File: src/rtl/err_sq_acc_win.sv
// ---------------------------------------------------------------------------
// err_sq_acc_win
//   Multi-channel windowed mean-square-error accumulator for MER measurement.
//   Every accepted sample, each channel's signed slicer error is squared and
//   summed over a window of 2^LOG2_WIN samples. At window end the raw sums,
//   the per-channel mean square (top ERR_W bits of the sum) and the I+Q total
//   are published together with a one-cycle valid strobe. Runs single-shot
//   (start -> one window -> idle) or back-to-back windows while cont is high.
//
// Ports
//   clk       in   1            system clock
//   reset     in   1            synchronous, active-high
//   clk_en    in   1            symbol-rate sample strobe
//   start     in   1            begin measurement (ignored unless idle)
//   cont      in   1            1 = continuous windows, 0 = single-shot
//   clear     in   1            abort window, return to idle (beats start)
//   err       in   NCH*ERR_W    packed signed errors, ch0 in LSBs
//   busy      out  1            high while running or draining
//   valid     out  1            one-cycle strobe: new results
//   mse       out  NCH*ERR_W    per-channel mean square, u1.(ERR_W-1)
//   mse_sum   out  ERR_W+1      sum of all channel mse values
//   sum_full  out  NCH*ACC_W    per-channel raw window sum
//   win_cnt   out  16           completed windows, wraps at 2^16
// ---------------------------------------------------------------------------
module err_sq_acc_win #(
  parameter int ERR_W    = 18,
  parameter int NCH      = 2,
  parameter int LOG2_WIN = 20,
  parameter int ACC_W    = 2*ERR_W-1+LOG2_WIN
) (
  input  logic                   clk,
  input  logic                   reset,
  input  logic                   clk_en,
  input  logic                   start,
  input  logic                   cont,
  input  logic                   clear,
  input  logic [NCH*ERR_W-1:0]   err,
  output logic                   busy,
  output logic                   valid,
  output logic [NCH*ERR_W-1:0]   mse,
  output logic [ERR_W:0]         mse_sum,
  output logic [NCH*ACC_W-1:0]   sum_full,
  output logic [15:0]            win_cnt
);

  localparam int SQ_W = 2*ERR_W-1;

  typedef enum logic [1:0] {
    S_IDLE,
    S_RUN,
    S_DRAIN
  } state_t;

  state_t state_q, state_d;

  // Pipeline / accumulator state
  logic [SQ_W-1:0]      sq_q   [NCH];
  logic [ACC_W-1:0]     acc_q  [NCH];
  logic                 s1_vld_q;
  logic [LOG2_WIN-1:0]  cap_cnt_q;
  logic [LOG2_WIN-1:0]  add_cnt_q;

  // Published results
  logic                 valid_q;
  logic [NCH*ERR_W-1:0] mse_q;
  logic [ERR_W:0]       mse_sum_q;
  logic [NCH*ACC_W-1:0] sum_full_q;
  logic [15:0]          win_cnt_q;

  // Combinational per-channel values
  logic [SQ_W-1:0]      sq_d   [NCH];
  logic [ACC_W-1:0]     acc_nx [NCH];
  logic [ERR_W-1:0]     mse_nx [NCH];
  logic [ERR_W:0]       mse_sum_d;

  logic capture;
  logic cap_last;
  logic win_end;

  assign capture  = (state_q == S_RUN) && clk_en;
  assign cap_last = capture && (cap_cnt_q == '1);
  assign win_end  = s1_vld_q && (add_cnt_q == '1);

  // -------------------------------------------------------------------------
  // Per-channel square and running sum
  // -------------------------------------------------------------------------
  for (genvar g = 0; g < NCH; g++) begin : g_ch
    logic signed [ERR_W-1:0]   e;
    logic signed [2*ERR_W-1:0] p;
    logic                      unused_sign;

    assign e = err[g*ERR_W +: ERR_W];
    assign p = e * e;
    // The square is non-negative and even (-2^(ERR_W-1))^2 fits in SQ_W
    // bits, so the top product bit is always a redundant sign.
    assign sq_d[g]     = p[SQ_W-1:0];
    assign unused_sign = p[2*ERR_W-1];

    assign acc_nx[g] = acc_q[g] + {{LOG2_WIN{1'b0}}, sq_q[g]};
    assign mse_nx[g] = acc_nx[g][ACC_W-1 -: ERR_W];
  end

  always_comb begin
    mse_sum_d = '0;
    for (int unsigned c = 0; c < NCH; c++) begin
      mse_sum_d = mse_sum_d + {1'b0, mse_nx[c]};
    end
  end

  // -------------------------------------------------------------------------
  // FSM: state register
  // -------------------------------------------------------------------------
  always_ff @(posedge clk) begin
    if (reset) begin
      state_q <= S_IDLE;
    end else begin
      state_q <= state_d;
    end
  end

  // -------------------------------------------------------------------------
  // FSM: next state
  // -------------------------------------------------------------------------
  always_comb begin
    state_d = state_q;
    if (clear) begin
      state_d = S_IDLE;
    end else begin
      unique case (state_q)
        S_IDLE:  if (start)              state_d = S_RUN;
        S_RUN:   if (cap_last && !cont)  state_d = S_DRAIN;
        S_DRAIN: if (win_end)            state_d = S_IDLE;
        default:                         state_d = S_IDLE;
      endcase
    end
  end

  // -------------------------------------------------------------------------
  // FSM: outputs
  // -------------------------------------------------------------------------
  always_comb begin
    busy = (state_q != S_IDLE);
  end

  // -------------------------------------------------------------------------
  // Datapath: capture, accumulate, publish
  // -------------------------------------------------------------------------
  always_ff @(posedge clk) begin
    if (reset) begin
      s1_vld_q   <= 1'b0;
      cap_cnt_q  <= '0;
      add_cnt_q  <= '0;
      valid_q    <= 1'b0;
      mse_q      <= '0;
      mse_sum_q  <= '0;
      sum_full_q <= '0;
      win_cnt_q  <= '0;
      for (int unsigned c = 0; c < NCH; c++) begin
        sq_q[c]  <= '0;
        acc_q[c] <= '0;
      end
    end else if (clear) begin
      // Abort: discard the partial window, keep the last published results.
      s1_vld_q  <= 1'b0;
      cap_cnt_q <= '0;
      add_cnt_q <= '0;
      valid_q   <= 1'b0;
      for (int unsigned c = 0; c < NCH; c++) begin
        acc_q[c] <= '0;
      end
    end else begin
      s1_vld_q <= capture;
      valid_q  <= win_end;

      if (capture) begin
        cap_cnt_q <= cap_cnt_q + 1'b1;
        for (int unsigned c = 0; c < NCH; c++) begin
          sq_q[c] <= sq_d[c];
        end
      end

      if (s1_vld_q) begin
        // add_cnt wraps to zero on the last add, starting the next window.
        add_cnt_q <= add_cnt_q + 1'b1;
        if (win_end) begin
          // Final sample is folded into the published sum on the same edge,
          // while the accumulator restarts from zero; a sample captured on
          // this edge lands in the fresh window on the next add.
          for (int unsigned c = 0; c < NCH; c++) begin
            sum_full_q[c*ACC_W +: ACC_W] <= acc_nx[c];
            mse_q[c*ERR_W +: ERR_W]      <= mse_nx[c];
            acc_q[c]                     <= '0;
          end
          mse_sum_q <= mse_sum_d;
          win_cnt_q <= win_cnt_q + 16'd1;
        end else begin
          for (int unsigned c = 0; c < NCH; c++) begin
            acc_q[c] <= acc_nx[c];
          end
        end
      end
    end
  end

  assign valid    = valid_q;
  assign mse      = mse_q;
  assign mse_sum  = mse_sum_q;
  assign sum_full = sum_full_q;
  assign win_cnt  = win_cnt_q;

endmodule

File: config.mk
export PLATFORM = sky130hd
export DESIGN_NAME = err_sq_acc_win
export DESIGN_NICKNAME = d
export VERILOG_FILES = /design/src/rtl/err_sq_acc_win.sv
export SDC_FILE = /design/constraint.sdc
export NUM_CORES = 2
export LEC_CHECK = 0
export CELL_PAD_IN_SITES_DETAIL_PLACEMENT = 0
export CELL_PAD_IN_SITES_GLOBAL_PLACEMENT = 1
export CORE_MARGIN = 3
export CORE_UTILIZATION = 49
export CTS_CLUSTER_DIAMETER = 40
export DETAILED_ROUTE_END_ITERATION = 16
export PLACE_DENSITY = 0.89
export SLEW_MARGIN = 30
export SYNTH_ARGS = -nofsm -noshare
export SYNTH_HDL_FRONTEND = slang
export SYNTH_SLANG_ARGS = --single-unit
File: constraint.sdc
create_clock -name clk -period 10.01 [get_ports clk]
set_input_delay 2.5025 -clock clk [delete_from_list [all_inputs] [get_ports clk]]
set_output_delay 2.5025 -clock clk [all_outputs]
set_load 0.01 [all_outputs]
==> summary.txt <==
Routing
  – Vias post-DR: 29930
  – DRT antenna net count: 0
  – Via/cell ratio: 5.266
  – Total wire length: 95270 um
  – DRT iter0 DRCs: 1843
  – DR DRC count: 0
  – DR WL/cell: 16.76 um
  – Drt first pass iters: 5

Setup path
  – Worst reg-to-reg setup slack: 4070 ps
  – Critical Path RT: 10300 ps
  – CP Launch Type: input port
  – CP Launch Point: err[17]
  – Worst endpoint data arrival time: 9450 ps
  – Critical Path Sink: sq_q[0][34]
  – R2R Path Start: sq_q[0][37]
  – Crit Path Max Fanout: 13
  – R2R cell count: 22
  – Critical path class: input port to flip-flop
  – Crit. End Element: flip-flop
  – Reg-to-reg endpoint: mse_sum[16]

CTS
  – TritonCTS Buffers: 49
  – Clk root buf: clkbuf_16
  – Total setup buffers inserted after CTS: 0
  – H-tree level count: 2
  – CTS Buffer Depth: 3
  – # hold bufs at CTS: 0
  – CTS tree: built
  – CTS Sinks: 367
  – Worst-Skew Late Latency: 560 ps
  – Post-CTS Resized: 0
  – CTS clk-pin slew, worst paths: 60 ps

Floorplan
  – Die X: 293.9 um
  – I/O Pins: 225
  – Core area: 81330 sq um
  – Num rows: 104
  – Die Y-Extent: 293.9 um
  – Initial Util: 49.92%
  – Die footprint: 86350 sq um

Finish
  – Final nets: 5499
  – Multi-input logic area: 27170 sq um
  – N_diodes: 0
  – Non-filler cells, final: 5683
  – Post-layout util: 55.79%
  – Cell area after layout: 45370 sq um
  – Layout cells sized above 1: 3.721%
  – Area growth syn-to-layout: 11.75%
  – Fill count: 7321
  – Register Area: 9129 sq um

Pwr
  – Power, Total: 16900 uW
  – Leakage: 0.02131 uW
  – Power density cells: 372.4 nW/um^2
  – VDD IR max: 0.6439 mV

STA
  – Period minus WS final: 9155 ps
  – Endpoints failing hold: 0
  – Clk_skew: 17.28 ps
  – FMAX: 109.2 MHz
  – Setup violators final: 0
  – Max-slew violations: 0
  – RSZ-0062 raised after global routing: false
  – Worst-margin pin slew: 919.1 ps
  – Period utilisation layout: 91.46%
  – Final TNS setup: 0 ps
  – Relative slew margins: 38.46%

Placed design
  – Detailed placement HPWL: 77500 um
  – Buffers on Ports: 224
  – Placed Instances: 5590
  – Final Wtd Congestion: 0.8967
  – Instance area at placement: 43700 sq um

GRT
  – Initial antenna violation count: 0
  – Largest net degree at the start of global routing: 87
  – First-pass GRT wire length: 157600 um
  – Total GRT Usage: 22.45%
  – Vias in the first global route: 30780
  – Final global-route overflow total: 0

Worst hold path
  – Worst hold path class: flip-flop to flip-flop

Synthesis
  – Cell variety after synth: 84
  – Mapped Cells: 4458
  – Syn. warnings: 0
  – Post-synth top flop: dfxtp_1
  – Mapped Area: 40600 sq um
  – Synth Area per Inst: 9.108 sq um
  – Post-synth EDFFs: 178
  – Mapped Nets: 5375
  – Post-synthesis register bit count: 367
  – Seq/Total Area, Yosys: 22.48%
  – Synth async-reset ratio: 0%

Status
  – Status: finished clean

Flow run
  – Max-cap violations: 0
cells in the mapped netlist, types with 16 or more instances:
cell	instances	area [sq um]
xor2_1	89	779.5
a31oi_1	18	112.6
o21a_1	25	187.7
a21oi_1	199	996.0
ha_1	297	3716
nand4_1	32	200.2
o211ai_1	16	120.1
and2_1	82	513.0
nor2_1	398	1494
o21ai_1	16	80.08
xnor2_1	139	1217
o21bai_1	24	180.2
nor3_1	53	265.3
nor2b_1	47	294.0
edfxtp_1	178	5345
clkbuf_1	161	604.3
a211oi_1	68	510.5
nand2_1	384	1441
or3_1	25	156.4
nand3_1	72	360.4
buf_4	36	270.3
o21ai_0	104	520.5
dfxtp_1	189	3784
nand3b_1	18	135.1
fa_1	578	11570
inv_1	911	3420
nand2b_1	20	125.1
and3_1	41	256.5
a21o_1	68	510.5
worst min-delay path by stage:
stage	from	endpoint	slack, ps	depth (start not counted)
floorplan	state_q[1]	state_q[0]	450	1
global route	mse_sum[11]	mse_sum[11]	470	2
finish	mse_sum[5]	mse_sum[5]	450	2
global placement	mse_sum[2]	mse_sum[2]	440	2
CTS	mse_sum[11]	mse_sum[11]	450	2
detailed placement	mse_sum[11]	mse_sum[11]	450	2
through the flow:
step | setup WS [ps] | hold WS, ps
after floorplan | 1213 | 445.0
after global placement | 532.5 | 439.5
after detailed placement | 394.6 | 445.5
after CTS | 970.7 | 451.8
after global routing | 416.9 | 465.0
final | 855.3 | 448.9
cells in the final DEF (no fill, tap or decap), types with 20 or more instances in the layout:
| cell type | count |
|---|---|
| nand3_1 | 72 |
| xnor2_1 | 139 |
| nor2b_1 | 47 |
| fa_1 | 578 |
| inv_1 | 911 |
| and2_1 | 82 |
| nand2b_1 | 20 |
| or3_1 | 24 |
| clkdlybuf4s50_1 | 223 |
| dfxtp_1 | 189 |
| o21bai_1 | 23 |
| o21ai_0 | 104 |
| a211oi_1 | 68 |
| and3_1 | 41 |
| nor3_1 | 53 |
| a21oi_1 | 199 |
| clkbuf_16 | 51 |
| nand4_1 | 32 |
| buf_4 | 55 |
| ha_1 | 297 |
| nor2_1 | 397 |
| o21a_1 | 25 |
| edfxtp_1 | 178 |
| nand2_1 | 383 |
| xor2_1 | 89 |
| a21o_1 | 68 |
final cells by class:
class / instances / area share (%)
clock buffers: 59 / 2.923
clock inverters: 33 / 0.7059
inverters: 911 / 7.536
multi-input cells: 2973 / 59.88
flip-flops and latches: 367 / 20.12
well taps: 1060 / 2.923
repair buffers: 280 / 5.915
report_power, final:
group / internal, uW / switching (uW) / leakage [uW]
clock: 1040 / 694 / 0.000784
combinational: 5710 / 7770 / 0.0171
sequential: 1640 / 34.0 / 0.00346
total: 8390 / 8500 / 0.0213
sequential cells by signal, summed over array words and instances, names as in the netlist:
name / cells
state_q: 2
s1_vld_q: 1
mse_sum: 19
sq_q: 68
cap_cnt_q: 20
valid: 1
acc_q: 110
sum_full: 74
win_cnt: 16
add_cnt_q: 20
mse: 36
critical path, cell delays in order:
cell             delay, ps
clkdlybuf4s50_1        760
buf_4                  280
nand2_1                110
fa_1                   660
inv_1                  170
fa_1                   500
inv_1                   50
fa_1                   490
inv_1                   50
fa_1                   510
fa_1                   490
inv_1                   50
fa_1                   470
inv_1                   40
ha_1                   380
nand4_1                190
nor3_1                 320
nand3_1                110
o2bb2ai_1              340
o211a_1                260
a31oi_1                140
a21oi_1                260
mux2i_1                220
nand2_1                 80
layer usage:
| layer | wire (um) | up-vias | part of all wire, % | track usage [%] |
|---|---|---|---|---|
| met4 | 2145 | 0 | 2.3 | 5.039 |
| met5 | 0 | - | 0 | 0 |
| met3 | 4915 | 130 | 5.2 | 2.408 |
| met1 | 42970 | 14680 | 45 | 31.41 |
| li1 | - | 14360 | - | - |
| met2 | 45230 | 754 | 47 | 37.84 |
logic make-up after synthesis:
kind of cell	synth area share (%)
compound gates	10.08
xor+xnor	4.918
fa+ha+maj	37.65
buf+inv	10.69
flops	22.48
mux	0.1541
simple gates	14.02
Note: power is estimated with default switching activity, not from simulation.
